$ cat src/rtl/mem_pkg.sv
// Shared types for the memory responder:
// one-hot FSM encoding and wait counter sizing.
package mem_pkg;

  localparam int CNT_W  = 4;
  localparam int WORD_W = 32;

  localparam int B_IDLE   = 0;
  localparam int B_WAIT   = 1;
  localparam int B_ACCESS = 2;
  localparam int B_DONE   = 3;

  typedef enum logic [3:0] {
    S_IDLE   = 4'b0001,
    S_WAIT   = 4'b0010,
    S_ACCESS = 4'b0100,
    S_DONE   = 4'b1000
  } state_t;

  function automatic logic [CNT_W-1:0] wait_load(
    input int w
  );
    if (w <= 0)
      wait_load = '0;
    else
      wait_load = CNT_W'(w - 1);
  endfunction

endpackage

$ cat src/rtl/mem_responder_if.sv
// Requester-side bus of the memory responder:
// level strobes in, ready/error pulses and load data out.
interface mem_responder_if;
  import mem_pkg::*;

  logic              MemRead;
  logic              MemWrite;
  logic [WORD_W-1:0] Address;
  logic [WORD_W-1:0] WriteData;
  logic [WORD_W-1:0] ReadData;
  logic              MemReady;
  logic              AddrErr;

  modport master (
    output MemRead,
    output MemWrite,
    output Address,
    output WriteData,
    input  ReadData,
    input  MemReady,
    input  AddrErr
  );

  modport slave (
    input  MemRead,
    input  MemWrite,
    input  Address,
    input  WriteData,
    output ReadData,
    output MemReady,
    output AddrErr
  );

endinterface

$ cat src/rtl/mem_responder.sv
// Memory responder: latches one word request, waits,
// strobes a sync SRAM, returns data with a ready pulse.
module mem_responder
  import mem_pkg::*;
#(
  parameter int ADDR_W      = 10,
  parameter int WAIT_CYCLES = 1
) (
  input  logic              clk,
  input  logic              rst,
  mem_responder_if.slave    bus,
  output logic              ram_en,
  output logic              ram_we,
  output logic [ADDR_W-1:0] ram_addr,
  output logic [WORD_W-1:0] ram_wdata,
  input  logic [WORD_W-1:0] ram_rdata,
  output logic [WORD_W-1:0] rd_count,
  output logic [WORD_W-1:0] wr_count
);

  localparam bit HAS_WAIT = (WAIT_CYCLES != 0);

  state_t            r_state;
  state_t            w_next;
  logic [CNT_W-1:0]  r_cnt;
  logic [ADDR_W-1:0] r_addr;
  logic [WORD_W-1:0] r_wdata;
  logic [WORD_W-1:0] r_rdata;
  logic [WORD_W-1:0] r_rd_cnt;
  logic [WORD_W-1:0] r_wr_cnt;
  logic              r_write;
  logic              r_mis;
  logic              w_req;
  logic              w_done;
  logic              w_rd_done;
  logic              w_unused;

  assign w_req     = bus.MemRead | bus.MemWrite;
  assign w_done    = r_state[B_DONE];
  assign w_rd_done = w_done & ~r_mis & ~r_write;
  assign w_unused  = &{1'b0, bus.Address[WORD_W-1:ADDR_W+2]};

  // next state; any non one-hot vector falls back to IDLE
  always_comb begin
    w_next = S_IDLE;
    case (r_state)
      S_IDLE: begin
        if (!w_req)
          w_next = S_IDLE;
        else if (HAS_WAIT)
          w_next = S_WAIT;
        else
          w_next = S_ACCESS;
      end
      S_WAIT:
        w_next = (r_cnt == '0) ? S_ACCESS : S_WAIT;
      S_ACCESS:
        w_next = S_DONE;
      S_DONE:
        w_next = S_IDLE;
      default:
        w_next = S_IDLE;
    endcase
  end

  // state, latched request, load data and statistics
  always_ff @(posedge clk or posedge rst) begin
    if (rst) begin
      r_state  <= S_IDLE;
      r_cnt    <= '0;
      r_addr   <= '0;
      r_wdata  <= '0;
      r_rdata  <= '0;
      r_rd_cnt <= '0;
      r_wr_cnt <= '0;
      r_write  <= 1'b0;
      r_mis    <= 1'b0;
    end else begin
      r_state <= w_next;
      if (r_state == S_IDLE && w_req) begin
        r_addr  <= bus.Address[ADDR_W+1:2];
        r_wdata <= bus.WriteData;
        r_write <= bus.MemWrite;
        r_mis   <= |bus.Address[1:0];
        r_cnt   <= wait_load(WAIT_CYCLES);
      end
      if (r_state == S_WAIT && r_cnt != '0)
        r_cnt <= r_cnt - 1'b1;
      if (w_done && !r_mis) begin
        if (r_write) begin
          r_wr_cnt <= r_wr_cnt + 32'd1;
        end else begin
          r_rdata  <= ram_rdata;
          r_rd_cnt <= r_rd_cnt + 32'd1;
        end
      end
    end
  end

  assign ram_en    = r_state[B_ACCESS] & ~r_mis;
  assign ram_we    = ram_en & r_write;
  assign ram_addr  = r_addr;
  assign ram_wdata = r_wdata;

  // load data is forwarded in the ready cycle
  assign bus.ReadData = w_rd_done ? ram_rdata : r_rdata;
  assign bus.MemReady = w_done;
  assign bus.AddrErr  = w_done & r_mis;

  assign rd_count = r_rd_cnt;
  assign wr_count = r_wr_cnt;

endmodule

$ cat src/flat_wrapper.sv
// flat-port wrapper written by rule: the top's interface ports become plain ports
module mem_responder_flat import mem_pkg::*;
#(
  parameter int ADDR_W      = 10,
  parameter int WAIT_CYCLES = 1
)
  (clk, rst, ram_en, ram_we, ram_addr, ram_wdata, ram_rdata, rd_count, wr_count, bus_MemRead, bus_MemWrite, bus_Address, bus_WriteData, bus_ReadData, bus_MemReady, bus_AddrErr);
  mem_responder_if bus_i ();
  input  logic clk;
  input  logic rst;
  output logic ram_en;
  output logic ram_we;
  output logic [ADDR_W-1:0] ram_addr;
  output logic [WORD_W-1:0] ram_wdata;
  input  logic [WORD_W-1:0] ram_rdata;
  output logic [WORD_W-1:0] rd_count;
  output logic [WORD_W-1:0] wr_count;
  input wire logic [$bits(bus_i.MemRead)-1:0] bus_MemRead;
  input wire logic [$bits(bus_i.MemWrite)-1:0] bus_MemWrite;
  input wire logic [$bits(bus_i.Address)-1:0] bus_Address;
  input wire logic [$bits(bus_i.WriteData)-1:0] bus_WriteData;
  output wire logic [$bits(bus_i.ReadData)-1:0] bus_ReadData;
  output wire logic [$bits(bus_i.MemReady)-1:0] bus_MemReady;
  output wire logic [$bits(bus_i.AddrErr)-1:0] bus_AddrErr;
  assign bus_i.MemRead = bus_MemRead;
  assign bus_i.MemWrite = bus_MemWrite;
  assign bus_i.Address = bus_Address;
  assign bus_i.WriteData = bus_WriteData;
  assign bus_ReadData = bus_i.ReadData;
  assign bus_MemReady = bus_i.MemReady;
  assign bus_AddrErr = bus_i.AddrErr;
  mem_responder #(.ADDR_W(ADDR_W), .WAIT_CYCLES(WAIT_CYCLES)) u_core (.clk(clk), .rst(rst), .bus(bus_i), .ram_en(ram_en), .ram_we(ram_we), .ram_addr(ram_addr), .ram_wdata(ram_wdata), .ram_rdata(ram_rdata), .rd_count(rd_count), .wr_count(wr_count));
endmodule
$ cat config.mk
export PLATFORM = sky130hd
export DESIGN_NAME = mem_responder_flat
export DESIGN_NICKNAME = d
export VERILOG_FILES = /design/src/rtl/mem_pkg.sv /design/src/rtl/mem_responder_if.sv /design/src/rtl/mem_responder.sv /design/src/flat_wrapper.sv
export SDC_FILE = /design/constraint.sdc
export NUM_CORES = 1
export LEC_CHECK = 0
export BUFFER_PORTS_ARGS = -buffer_cell sky130_fd_sc_hd__buf_2
export CAP_MARGIN = 20
export CORE_ASPECT_RATIO = 0.8
export CORE_UTILIZATION = 44
export DETAILED_ROUTE_END_ITERATION = 7
export GPL_ROUTABILITY_DRIVEN = 0
export PLACE_DENSITY = 0.75
export SETUP_SLACK_MARGIN = 0.3
export SYNTH_ARGS = -nofsm -noshare
export SYNTH_HDL_FRONTEND = slang
export SYNTH_SLANG_ARGS = --single-unit
$ cat constraint.sdc
create_clock -name clk -period 4.1 [get_ports clk]
set_input_delay 0.205 -clock clk [delete_from_list [all_inputs] [get_ports clk]]
set_output_delay 0.205 -clock clk [all_outputs]
set_load 0.1 [all_outputs]
==> flow_results.org, run 1 <==
** Run status
- The flow ran to the end, and the final reports show no timing, DRC or antenna violations.

** Route
- The first TritonRoute pass finished after 5 iterations.
- DRT antenna net count :: 0
- For this block, the via count after detailed routing is 4459.
- DRC violations left :: 0
- After the first detailed-routing iteration, the DRC count stood at 250.
- Vias per Instance :: 5.09
- Summed over all layers, the routed wires come to 13700 µm.
- DR WL/cell :: 15.6 µm

** STA
- Final worst clock skew :: 0.00772 ns
- Headroom to the max-slew limit came out at 28.9%.
- Slew at the pin closest to its max-slew limit :: 1.07 ns
- WHS :: 0.0207 ns
- The routed design could run at a clock period as short as 2.95 ns.
- Final setup vio count :: 0
- Based on the critical path, the design can be clocked at up to 339 MHz.
- Setup repair after global routing left no endpoint under its margin.
- Summed over all failing endpoints, the final setup total negative slack is 0 ns.
- Hold violation count in the final report :: 0
- Number of slew-limit violations in the final report :: 0
- Ratio of final minimum period to clock period :: 71.9%

** Yosys
- Largest area contributor in the synthesized netlist :: dfrtp_1
- Top-area cell type share of the netlist area :: 60.0%
- By area the synthesized netlist is led by dfrtp_1 60%, mux2_2 14%, xnor2_1 6.1%, xor2_1 2.9%, nand4_1 2.3%.
- Yosys mapped the design onto 40 distinct sky130hd cell types.
- During synthesis, Yosys emitted a total of 0 warnings.
- In the synthesized netlist, the number of instances is 448.
- Post-synth net total :: 552
- Mapped Area :: 6130 µm²
- Yosys mapped a number of flops with a built-in enable equal to 0.
- Syn avg cell area :: 13.7 µm²
- Synthesis inferred 148 register bits.
- Commonest cells in the netlist :: 147 x dfrtp_1, 76 x mux2_2, 43 x xnor2_1
- Of all flip-flops after synthesis, the portion carrying an async set or reset was 100%.
- Primary FF master, synth :: dfrtp_1
- The share of the Yosys chip area taken by registers is 60.4%.
- Top-count cell post-synth :: dfrtp_1

** Worst setup path
- Worst setup path end :: bus_ReadData[26]
- Family with the most delay on the worst path :: buffers and inverters
- Slowest CP cell :: nor3b_4
- Largest stage delay on the critical path :: 0.65 ns
- Critical register-to-register path endpoint :: u_core.ram_wdata[20]$_DFFE_PP0P_
- The number of cells on the worst reg-to-reg path is 3.
- The critical path contains buffers and inverters numbering 2 combined.
- The critical path is of the register to primary output type.
- Data on the critical path arrives at its endpoint at 2.74 ns.
- Worst path depth :: 4
- Across all register-to-register paths, the minimum setup slack is 1.51 ns.
- Largest driver fanout on the critical path :: 24
- Critical Path, Cell by Cell :: nor3b_4 -> buf_4 -> mux2_2 -> buf_2
- Timing startpoint of the critical path :: u_core.r_state[3]$_DFF_PP0_
- Kind of end point of the critical path :: primary output
- For the worst setup path, the data required time is 3.89 ns.
- CP startpoint kind :: register
- Critical R2R Launch :: u_core.r_state[3]$_DFF_PP0_

** Placement
- Including well taps, the total number of placed cells is 839.
- The HPWL after detailed placement is 9660 µm.
- Total cell area at the placement stage :: 7430 µm²
- Number of I/O port buffers :: 221

** Clock network
- Number of buffers added for setup after CTS :: 0
- CTS placed an instance of clkbuf_16 at the clock tree root.
- TritonCTS built the clock tree.
- Clock slew seen by the registers of the worst setup and hold paths :: 0.06 ns
- H-tree levels :: 4
- Hold buffers post-CTS :: 2
- Number of buffers created by CTS :: 17
- Buffer depth of the longest clock path :: 2
- CTS resizes :: 0
- Clock latency on the worst-skew pair, taken at its later pin, is 0.41 ns.
- Clock sink total :: 148

** Die
- Initial core utilization :: 45.1%
- 242 I/O pins were placed.
- The floorplan step defined a core boundary enclosing 13600 µm².
- Total die area :: 14400 µm²
- In this run the horizontal extent of the chip is 134 µm.
- Placement Rows :: 38
- Vertical extent of the die :: 108 µm

** Power and ir drop
- Summed over all cells, the static leakage comes to 0.00422 µW.
- Net switching power :: 3850 µW
- Fraction of power consumed by combinational cells :: 50.4%
- Proportion of power drawn by flip-flops and latches :: 27.3%
- The internal portion of the total power is 3580 µW.
- VDD sags by at most 0.872 mV.
- Of the total power, the clock network draws 22.3%.
- Switching fraction of total power :: 51.8%
- Total power for the finished layout comes to 7430 µW.
- Power Dens Cells :: 915 nW/µm²

** Global route
- Global routing consumed, over all layers together, 20.1% of the routing resources.
- Antenna violations before repair :: 0
- Entering global routing, the biggest net connects 97 pins.
- The total overflow left after global routing is 0.
- The number of global-route vias before repair came to 4416.
- Wire length of the first global-routing pass :: 22300 µm

** Layout
- Area Overhead vs Synth :: 32.4%
- The count of cells in the finished layout, fillers not included, comes to 876.
- Cells with a size suffix above 1 make up 49.6% of the layout.
- At the end of the flow, the number of nets in the layout was 787.
- After routing the design area is 8120 µm².
- 0 antenna diodes ended up in the layout.

** Job
- Max capacitance violation total :: 0

** Hold path
- The min-delay analysis places its worst path in the category primary input to register.
==> how the worst min path moves through the flow <==
stage                     slack (ns)         startpoint                                to  cells past startpoint
final                           0.02  bus_WriteData[29]  u_core.ram_wdata[29]$_DFFE_PP0P_                      2
after global routing           0.004  bus_WriteData[13]  u_core.ram_wdata[13]$_DFFE_PP0P_                      2
after global placement          0.44   bus_WriteData[1]   u_core.ram_wdata[1]$_DFFE_PP0P_                      2
after floorplan                 0.34       bus_MemWrite        u_core.r_write$_DFFE_PP0P_                      1
after CTS                      0.002  bus_WriteData[29]  u_core.ram_wdata[29]$_DFFE_PP0P_                      2
after detailed placement        0.44  bus_WriteData[11]  u_core.ram_wdata[11]$_DFFE_PP0P_                      2
==> per-layer routing <==
metal  global-route usage, %  routed length [µm]  up-vias
met5                       0                   0        -
met4                    7.14                 163        0
met3                    6.69                1020       13
met2                    32.1                6590      162
met1                    25.4                5920     2213
li1                        -                   -     2071
==> metrics by stage <==
step,util [%],setup WS [ns]
after detailed placement,54.6,1.47
after floorplan,-,1.44
after CTS,59.4,1.06
after global routing,59.7,0.930
after global placement,54.6,1.52
final,59.7,1.15
==> layout by cell type (no fill, tap or decap), types with 5 or more instances in the layout <==
| master | instances |
|---|---|
| nor4_2 | 5 |
| inv_1 | 5 |
| mux2_2 | 76 |
| nand3_1 | 19 |
| xnor2_1 | 43 |
| xor2_1 | 20 |
| and4_1 | 9 |
| nand2_1 | 23 |
| and3_1 | 7 |
| nor3_1 | 9 |
| dfrtp_1 | 147 |
| nor2_1 | 11 |
| clkbuf_16 | 17 |
| nand4_1 | 23 |
| buf_2 | 221 |
==> power groups by stage <==
stage | clock network [µW] | logic (µW) | registers [µW]
after CTS | 1690 | 3760 | 2040
after global routing | 1760 | 3850 | 2080
final | 1650 | 3740 | 2030
after detailed placement | 0 | 3760 | 2050
after floorplan | 0 | 1640 | 3640
after global placement | 0 | 3730 | 2040
==> cells by family after synthesis <==
logic type / Yosys count / share of synthesized area, %
DFF: 148 / 60.4
and+or+nand+nor: 131 / 13.3
muxes: 77 / 14.1
xor gates and xnor gates: 63 / 8.99
buffers and inverters: 18 / 1.61
AOI/OAI and AO/OA: 7 / 0.755
adders and majority gates: 4 / 0.816
==> final cells by class <==
class | instances | area [µm²]
clock buffers | 20 | 457
fillers | 1112 | 5480
well taps | 180 | 225
multi-input cells | 282 | 2340
flip-flops and latches | 148 | 3700
inverters | 6 | 26.3
repair buffers | 228 | 1190
clock inverters | 12 | 176
==> state kept, by name (all words and copies together), names as in the netlist <==
register,cells
u_core.wr_count,32
u_core.ram_addr,10
u_core.r_cnt,4
u_core.r_write,1
u_core.rd_count,32
u_core.ram_wdata,32
u_core.r_state,4
u_core.r_mis,1
u_core.r_rdata,32
==> worst reg2reg max path, delay by kind of cell (launching register included) <==
family,cells,cell delay [ns]
AO/OA/AOI/OAI,1,0.95
AND/OR/NAND/NOR,1,0.57
flip-flops,1,0.51
multiplexers,1,0.45
No activity file was read; power rests on OpenSTA's default activity.
==> inputs of run 2 (changes only) <==
--- a/config.mk
+++ b/config.mk
@@ -5,13 +5,14 @@
 export SDC_FILE = /design/constraint.sdc
 export NUM_CORES = 1
 export LEC_CHECK = 0
+export ABC_AREA = 1
 export BUFFER_PORTS_ARGS = -buffer_cell sky130_fd_sc_hd__buf_2
 export CAP_MARGIN = 20
 export CORE_ASPECT_RATIO = 0.8
-export CORE_UTILIZATION = 44
+export CORE_UTILIZATION = 50
 export DETAILED_ROUTE_END_ITERATION = 7
 export GPL_ROUTABILITY_DRIVEN = 0
-export PLACE_DENSITY = 0.75
+export PLACE_DENSITY = 0.79
 export SETUP_SLACK_MARGIN = 0.3
 export SYNTH_ARGS = -nofsm -noshare
 export SYNTH_HDL_FRONTEND = slang
==> constraint.sdc (replaced) <==
create_clock -name clk -period 3.1 [get_ports clk]
set_input_delay 0.155 -clock clk [delete_from_list [all_inputs] [get_ports clk]]
set_output_delay 0.155 -clock clk [all_outputs]
set_load 0.1 [all_outputs]
==> run 2 against run 1 <==
  * Sequential power grew 37%
  * Non-clock buffer count up 74
  * Cell count increased by 54%
  * Routed wire length is 44% higher
  * First-iteration DRC count rose by 35%
  * Count of clock-buffer cells in the layout is the same
  * Via count is 50% higher
  * Sequential share of layout area down 6.5 points
  * Critical endpoint is now bus_ReadData[12]
  * Largest cell class unchanged
==> flow_results.org, run 2 <==
** Worst setup path
- On the worst path, the slowest cell contributes a delay of 0.66 ns.
- Counting stages on the worst path, the most repeated cell is nand2_1.
- Together, buffers and inverters on the worst path number 2.
- Critical Path, Cell by Cell :: inv_1 -> nand2_1 -> nor2_4 -> nand2_1 -> nand2_1 -> buf_2
- Counting buffers and inverters, the worst setup path is 6 cells deep.
- Grouping stages by cell kind, the critical path spends the most delay in simple AND/OR/NAND/NOR gates.
- Critical register-to-register path endpoint :: u_core.rd_count[25]$_DFFE_PP0P_
- STA puts the critical path data required time at 2.94 ns.
- Kind of end point of the critical path :: primary output
- For this design, the slowest cell found on the critical path is nor2_4.
- Data arrives at the worst endpoint at 2.55 ns.
- STA classifies the critical path startpoint as a register.
- Slack of the worst reg-to-reg path :: 0.86 ns
- The worst setup path is of the register to primary output kind.
- Counting cells, the worst reg-to-reg path comes to 8.
- Largest driver fanout on the critical path :: 36
- The worst register-to-register path begins at u_core.r_mis$_DFFE_PP0P_.

** Placement
- Buffers placed on the I/O ports in this run total 221.
- Total cell area at the placement stage :: 8080 µm²
- Prior to clock tree synthesis, the placed netlist has a worst setup slack of 0.908 ns.
- Summed over all nets, the half-perimeter wirelength after detailed placement is 12100 µm.

** STA
- Setup violations remaining at the end of the flow were counted as 0.
- The number of slew-limit violations in the final report is 0.
- Max transition margin :: 36.8%
- At the pin with the least slew margin, the transition time is 0.946 ns.
- Clock period minus final worst setup slack :: 2.70 ns
- Accumulated negative setup slack :: 0 ns
- Achievable clock frequency :: 370 MHz
- For the final database, setup skew stands at 0.00980 ns.
- Setup slack closes at 0.397 ns.
- Setup repair after global routing could not meet its margin everywhere.
- Hold violation count in the final report :: 0
- Dividing the final minimum period by the clock period gives 87.2%.

** Clock network
- CTS resizes :: 0
- Root buffer cell :: clkbuf_16
- Once the clock tree was built, the setup fixing pass inserted 0 buffers.
- TritonCTS built the clock tree.
- Clock sink total :: 148
- In this run, CTS created clock tree buffers numbering 17.
- Clock-pin slew was measured on the worst setup and hold paths at 0.06 ns.
- For the worst-skew pair, the clock arrives at the later sink with an insertion delay of 0.42 ns.
- Buffer depth of the longest clock path :: 2
- H-tree levels :: 4

** Hold path
- The path with the worst hold slack has its endpoint at u_core.r_mis$_DFFE_PP0P_.
- Counting instances, the worst hold path has a depth of 3.
- Critical hold path startpoint :: bus_Address[0]
- The tightest min-delay check is of the primary input to register type.

** Route
- After detailed routing, the met2 layer carries 9020 µm of wire.
- After detailed routing, the number of vias per cell comes to 4.96.
- Wire length the detailed router placed on met1 :: 8590 µm
- First-pass iteration count of the detailed router :: 5
- The highest layer touched by signal routing is met4.
- Total via count in the routed design :: 6680
- In the final routed layout, each cell accounts on average for 14.6 µm.
- The detailed router finished its first iteration with 337 violations.
- Routed wire length :: 19700 µm
- DRT antenna net count :: 0
- Amount of wire on met3 after detailed routing :: 1660 µm
- DRC violations left :: 0

** Global route
- The first global-routing pass estimated 31500 µm of wire.
- The number of global-route vias before repair came to 6384.
- GRT Overall Usage :: 29.0%
- Entering global routing, the biggest net connects 57 pins.
- Global routing finished with a remaining overflow of 0.
- Antenna violations before repair :: 0

** Die
- The initial utilization of the core area, before any placement, comes to 52.0%.
- The floorplan step set the die height to 106 µm.
- The die is 132 µm wide.
- For this design the top-level I/O count stands at 242.
- The floorplan has 37 rows.
- In this run the standard cell core region covers 13000 µm².
- Total die area :: 14000 µm²

** Yosys
- Of the post-synthesis cell area, the dominant cell type holds 54.4%.
- Largest area contributor in the synthesized netlist :: dfrtp_1
- Top-count cell post-synth :: nand2_1
- Counting flops and latches in the post-synthesis netlist gives 148.
- Synthesis produced a netlist with a net count of 960.
- Synthesis instantiated 20 different standard cells from the library.
- Counting flops with a built-in enable in the synthesized netlist gives 0.
- Of all flip-flops after synthesis, the portion carrying an async set or reset was 100%.
- Sorting the synthesized cells by how often they occur yields 426 x nand2_1, 147 x dfrtp_1, 84 x nor2_1.
- Cell count after synthesis :: 856
- Sorting the synthesized cells by area gives the leading types as dfrtp_1 54%, nand2_1 24%, nor2_1 4.7%, nand3b_1 3.0%, inv_1 2.8%.
- Syn avg cell area :: 7.90 µm²
- Primary FF master, synth :: dfrtp_1
- Fraction of the yosys area taken by sequential cells :: 54.8%
- Mapped Area :: 6760 µm²
- Count of synthesis-stage warnings from yosys :: 0

** Layout
- Area Overhead vs Synth :: 40.1%
- After routing the design area is 9470 µm².
- Most frequent cells in the layout :: 426 x nand2_1, 221 x buf_2, 147 x dfrtp_1
- The number of antenna diodes in the final layout is 0.
- Nets :: 1263
- Leaving out fill and tap cells, the most frequent cell in the layout is nand2_1.
- In the final layout, the share of cells above drive strength 1 is 23.2%.

** Job
- Max capacitance violation total :: 0

** Power and ir drop
- Power Dens Cells :: 1130 nW/µm²
- P_leak :: 0.00500 µW
- VDD sags by at most 1.37 mV.

** Run status
- Run status :: completed
==> run 2: cell types whose count changed after synthesis, sizes merged, moves of 8 or more <==
cell    before  now
nand2       23  426
inv          6   54
nor4        10    0
and4         9    0
o21ai        1    9
mux2        76    0
nand3       19   36
nor2        11   93
nand3b       2   27
nand4       23    7
xnor2       43    8
==> run 2: cell families after synthesis <==
family                   share of synthesized area, %
AND/OR/NAND/NOR                                  36.0
flip-flops                                       54.8
buffers and inverters                            4.16
XOR/XNOR                                         3.63
AO/OA/AOI/OAI                                   0.666
adder cells (fa/ha/maj)                         0.740
==> run 2: worst max-delay path by stage <==
stage                     slack [ns]                         endpoint                   startpoint
after floorplan                 0.37   u_core.r_rdata[20]$_DFFE_PP0P_  u_core.r_state[3]$_DFF_PP0_
after global routing            0.26                 bus_ReadData[18]     u_core.r_mis$_DFFE_PP0P_
final                           0.40                 bus_ReadData[12]     u_core.r_mis$_DFFE_PP0P_
after detailed placement        0.91         u_core.r_mis$_DFFE_PP0P_  u_core.r_state[3]$_DFF_PP0_
after CTS                       0.49                  bus_ReadData[6]     u_core.r_mis$_DFFE_PP0P_
after global placement          0.96  u_core.rd_count[18]$_DFFE_PP0P_     u_core.r_mis$_DFFE_PP0P_
==> run 2: per-layer routing <==
| layer | global-route usage (%) | up-vias |
|---|---|---|
| li1 | - | 3239 |
| met4 | 12.3 | 0 |
| met5 | 0 | - |
| met3 | 7.87 | 35 |
| met1 | 37.4 | 3096 |
| met2 | 46.2 | 310 |
==> run 2: cell type report <==
class / count / area (µm²)
flip-flops and latches: 148 / 3700
inverters: 54 / 206
repair buffers: 302 / 1930
clock buffers: 20 / 447
clock inverters: 12 / 179
well taps: 175 / 219
multi-input cells: 636 / 2780
fillers: 975 / 3540
==> run 2: per-stage QoR <==
step / cells / utilization, % / total power (µW) / hold WS, ns
finish: 1347 / 72.8 / 10700 / 0.0333
global route: 1347 / 72.8 / 11100 / 0.0497
CTS: 1347 / 72.8 / 10600 / 0.0206
detailed placement: 1239 / 62.1 / 8390 / 0.351
global placement: 1239 / 62.1 / 8340 / 0.348
floorplan: 856 / - / 7520 / 0.265
==> run 2: worst register-to-register path, delay by kind of cell (launching register included) <==
family | cells | cell delay (ns)
DFF | 1 | 0.41
buffers and inverters | 1 | 0.15
and+or+nand+nor | 7 | 1.58
==> run 2: power breakdown <==
| part | internal (µW) | leakage, µW | switching [µW] |
|---|---|---|---|
| clock network | 1370 | 0.000297 | 790 |
| logic | 802 | 0.00284 | 4990 |
| registers | 2490 | 0.00187 | 289 |
| total | 4660 | 0.00500 | 6070 |
==> run 2: what timing repair did <==
item | CTS | global route
setup endpoints to repair | 0 | 11
hold buffers | 76 | 0
endpoints found under the hold margin | 114 | 0
